==> src/rtl/hazard_scoreboard.sv <==
// Pipeline hazard unit: shift-register scoreboard of in-flight writers,
// driving stall, per-operand forward selects, branch flush and stall count.
//
// Ports:
//   clk, reset (async, active-low)
//   i_valid_D, i_rs1, i_rs2, i_use1, i_use2   decode operand reads
//   i_wa_D, i_regwrite_D, i_load_D            decode destination info
//   i_pcsrc                                   taken branch resolved in E
//   o_stall, o_flush                          pipeline control
//   o_fwd1, o_fwd2                            0 = regfile, k = stage k result
//   o_stall_cnt                               saturating stall-cycle count
module hazard_scoreboard #(
  parameter int REG_W      = 4,
  parameter int NSTAGE     = 3,
  parameter int FWD_EN     = 1,
  parameter int LOAD_STAGE = 2,
  parameter int FLUSH_LEN  = 2,
  parameter int CNT_W      = 8,
  localparam int SEL_W     = $clog2(NSTAGE + 1)
) (
  input  logic             clk,
  input  logic             reset,
  input  logic             i_valid_D,
  input  logic [REG_W-1:0] i_rs1,
  input  logic [REG_W-1:0] i_rs2,
  input  logic             i_use1,
  input  logic             i_use2,
  input  logic [REG_W-1:0] i_wa_D,
  input  logic             i_regwrite_D,
  input  logic             i_load_D,
  input  logic             i_pcsrc,
  output logic             o_stall,
  output logic             o_flush,
  output logic [SEL_W-1:0] o_fwd1,
  output logic [SEL_W-1:0] o_fwd2,
  output logic [CNT_W-1:0] o_stall_cnt
);

  localparam int FCW = (FLUSH_LEN > 1) ? $clog2(FLUSH_LEN) : 1;

  logic [NSTAGE:1]  r_v;
  logic [NSTAGE:1]  r_ld;
  logic [REG_W-1:0] r_wa [1:NSTAGE];
  logic [FCW-1:0]   r_fcnt;
  logic [CNT_W-1:0] r_cnt;

  logic             w_hit1;
  logic             w_hit2;
  logic             w_lu1;
  logic             w_lu2;
  logic [SEL_W-1:0] w_sel1;
  logic [SEL_W-1:0] w_sel2;
  logic             w_flush;
  logic             w_stall;

  // Scan oldest to youngest so the youngest match is the last one written.
  always_comb begin
    w_hit1 = 1'b0;
    w_hit2 = 1'b0;
    w_lu1  = 1'b0;
    w_lu2  = 1'b0;
    w_sel1 = '0;
    w_sel2 = '0;
    for (int k = NSTAGE; k >= 1; k--) begin
      if (i_use1 && i_valid_D && r_v[k] && (r_wa[k] == i_rs1)) begin
        w_hit1 = 1'b1;
        w_lu1  = r_ld[k] && (k < LOAD_STAGE);
        w_sel1 = SEL_W'(k);
      end
      if (i_use2 && i_valid_D && r_v[k] && (r_wa[k] == i_rs2)) begin
        w_hit2 = 1'b1;
        w_lu2  = r_ld[k] && (k < LOAD_STAGE);
        w_sel2 = SEL_W'(k);
      end
    end
  end

  assign w_flush = i_pcsrc | (r_fcnt != '0);
  assign w_stall = (FWD_EN != 0) ? (w_lu1 | w_lu2) : (w_hit1 | w_hit2);

  // Outputs are held low while reset is asserted, independent of inputs.
  assign o_flush     = reset & w_flush;
  assign o_stall     = reset & w_stall & ~w_flush;
  assign o_fwd1      = (reset && FWD_EN != 0) ? w_sel1 : '0;
  assign o_fwd2      = (reset && FWD_EN != 0) ? w_sel2 : '0;
  assign o_stall_cnt = r_cnt;

  always_ff @(posedge clk or negedge reset) begin
    if (!reset) begin
      r_v    <= '0;
      r_ld   <= '0;
      r_fcnt <= '0;
      r_cnt  <= '0;
      for (int k = 1; k <= NSTAGE; k++) begin
        r_wa[k] <= '0;
      end
    end else begin
      for (int k = NSTAGE; k >= 2; k--) begin
        r_v[k]  <= r_v[k-1];
        r_ld[k] <= r_ld[k-1];
        r_wa[k] <= r_wa[k-1];
      end
      r_v[1]  <= i_valid_D & i_regwrite_D & ~o_stall & ~o_flush;
      r_ld[1] <= i_load_D;
      r_wa[1] <= i_wa_D;
      if (i_pcsrc) begin
        r_fcnt <= FCW'(FLUSH_LEN - 1);
      end else if (r_fcnt != '0) begin
        r_fcnt <= r_fcnt - 1'b1;
      end
      if (o_stall && (r_cnt != '1)) begin
        r_cnt <= r_cnt + 1'b1;
      end
    end
  end

endmodule

==> config.mk <==
export PLATFORM = sky130hd
export DESIGN_NAME = hazard_scoreboard
export DESIGN_NICKNAME = d
export VERILOG_FILES = /design/src/rtl/hazard_scoreboard.sv
export SDC_FILE = /design/constraint.sdc
export NUM_CORES = 1
export LEC_CHECK = 0
export BUFFER_PORTS_ARGS = -buffer_cell sky130_fd_sc_hd__buf_4
export CORE_MARGIN = 4
export CORE_UTILIZATION = 28
export DETAILED_ROUTE_END_ITERATION = 16
export GPL_ROUTABILITY_DRIVEN = 0
export GPL_TIMING_DRIVEN = 0
export PLACE_DENSITY_LB_ADDON = 0.15
export SKIP_CTS_REPAIR_TIMING = 1
export SLEW_MARGIN = 5
export SYNTH_ARGS = -nofsm -noshare
export SYNTH_HDL_FRONTEND = slang
export SYNTH_SLANG_ARGS = --single-unit
==> constraint.sdc <==
create_clock -name clk -period 4.94 [get_ports clk]
set_input_delay 0.494 -clock clk [delete_from_list [all_inputs] [get_ports clk]]
set_output_delay 0.494 -clock clk [all_outputs]
set_load 0.01 [all_outputs]
==> flow_summary.toml <==
[die]
die_y_um = 74.68
start_util = 0.3004
fp.dieArea_um2 = 5577
core-area_um2 = 4144
row_count = 23
chipWidth_um = 74.68
pin_count = 34

[cts]
insertion_delay_ns = 0.26
cts.sinks = 25
cts-buffers-inserted = 3
htreeDepth = 1
cts.clk_slew.worst_paths_ns = 0.08
clk_path_buf_depth = 2
cts_tree = "yes"
root_buffer = "clkbuf_8"

[timing]
worstMarginPinSlew_ns = 0.3673
period_share = 0.4660
setup_tns_ns = 0
finalSetupViolations = 0
slew_viol_final = 0
rsz0062_at_grt = "false"
fin_skew_ns = 0.001804
period_needed_ns = 2.302
worst_slew_margin_rel = 0.7552
whs_ns = 0.1342
fmax_mhz = 434.4
hold_viol_final = 0

[synth]
netlist_top_cells_count = "dfrtp_1 (25), xor2_1 (19), nand2_1 (12), xnor2_1 (10), nand4_1 (6)"
synth_cells = 110
ys_seq_elements = 25
synth_most_common_cell = "dfrtp_1"
yosysTopAreaCellShare = 0.5025
synth_area_um2 = 1245
syn-num-nets = 131
synth_flop_cell = "dfrtp_1"
syn_avg_cell_area_um2 = 11.32
ys_types = 24
ys_async_sr_fraction = 1.000
synth_seq_area_share = 0.5025
synth_edf_count = 0
yosysTopAreaCell = "dfrtp_1"
synthTopCellsByArea = "dfrtp_1 (50%), xor2_1 (13%), xnor2_1 (7.0%), nand2_1 (3.6%), nand4_1 (3.0%)"
yosys_warnings = 0

[global_routing]
grt_pass1_vias = 1000
antenna_found_initial = 0
grtUsageTotal = 0.09821
grt_pass1_wl_um = 4264
grt.overflow.total = 0
grt_max_degree = 33

[routing]
routedWlPerCell_um = 12.61
ant_nets = 0
drc = 0
num_vias = 919
first_iter_violations = 31
wirelength_um = 2485
viasPerCell = 4.665
dr.pass1.iters = 4

[worst_setup_path]
cp_data_required_time_ns = 4.45
arrival_ns = 1.81
crit_type = "register to output port"
cp-end-kind = "output port"
worstPathMaxFanout = 2
critPathLaunchType = "register"

[power]
p_leak_nw = 0.7226
ir_drop_v = 0.0001023
finalPower_uw = 379.6
power_density_nw_per_um2 = 237.0

[job]
cap_violations = 0

[final_layout]
layout.nets = 169
antennaDiodeCount = 0
area_delta_synth_final_pct = 28.64
layout-drive-gt1-share = 0.2925

[place]
dp_hpwl_um = 1993
io_buffers = 33

[hold_path]
hp-class = "primary input to async pin"

[run_status]
status = "completed"
-- through the flow --
stage                     std cells  cell area, um2    util  setup slack [ns]
after floorplan                 110            1245       -             2.846
after global placement          193            1555  0.3753             2.650
after detailed placement        193            1555  0.3753             2.644
after CTS                       197            1602  0.3865             2.589
after global routing            197            1602  0.3865             2.492
final                           197            1602  0.3865             2.638
-- routing by layer --
metal  part of all wire  global-route usage  wire [um]
met1               0.43              0.1206       1062
met2               0.49              0.1678       1222
met3              0.074             0.02270        184
met4             0.0064             0.03755         16
met5                  0                   0          0
-- sequential cells by signal (all words and copies together), names as in the netlist --
name and cells:
r_wa 12, o_stall_cnt 8, r_v 3, r_fcnt 1, r_ld 1
-- cells by family after synthesis --
group                    count (synthesis)  synth area share
adder cells (fa/ha/maj)                  1           0.01005
AND/OR/NAND/NOR                         41            0.1899
AO/OA/AOI/OAI                           11           0.06030
multiplexers                             2           0.02412
XOR/XNOR                                29            0.2040
flip-flops                              25            0.5025
buffers and inverters                    1          0.009045
-- worst paths after layout --
check / start / endpoint / slack [ns] / cells past startpoint
max: r_wa[1]$_DFF_PN0_ / o_fwd2[0] / 2.64 / 6
min: reset / r_wa[1]$_DFF_PN0_ / 0.13 / 1
max reg2reg: r_wa[8]$_DFF_PN0_ / o_stall_cnt[4]$_DFFE_PN0P_ / 3.28 / 6
min reg2reg: r_v[1]$_DFF_PN0_ / r_v[2]$_DFF_PN0_ / 0.40 / 0
max in group asynchronous: reset / r_wa[9]$_DFF_PN0_ / 4.53 / 1
min in group clk: i_load_D / r_ld[1]$_DFF_PN0_ / 0.33 / 1
-- report_power, final --
part / switching (mW) / internal, mW
clock network: 0.0614 / 0.0562
registers: 0.00626 / 0.212
logic: 0.0212 / 0.0228
-- final cells by class --
class,instances,area (um2)
multi-input cells,84,608.1
fillers,441,2542
plain buffers,1,11.26
well taps,50,62.56
clock inverters,1,5.005
repair buffers,33,247.7
flip-flops and latches,25,625.6
clock buffers,3,41.29
-- cell usage in the layout, fill, tap and decap left out, drive strengths merged --
master   synthesis  final
buf              1     34
dfrtp           25     25
xor2            19     19
nand2           12     12
xnor2           10     10
nand4            7      7
nor3             7      7
nor2             4      4
a21oi            4      4
nand3            3      3
nand2b           3      3
clkbuf           0      3
or4              2      2
a21boi           2      2
o21a             2      2
mux2             2      2
and2             1      1
and3             1      1
nand4bb          1      1
a32o             1      1
o2111ai          1      1
a31oi            1      1
ha               1      1
clkinv           0      1
-- critical path, stage by stage, from the launching register on --
cell      delay (ns)
dfrtp_1         0.41
xnor2_1         0.15
nand4_1         0.11
or4_1           0.42
nand2b_1        0.15
a21boi_0        0.17
buf_4           0.15
(Power assumes the default switching activity.)
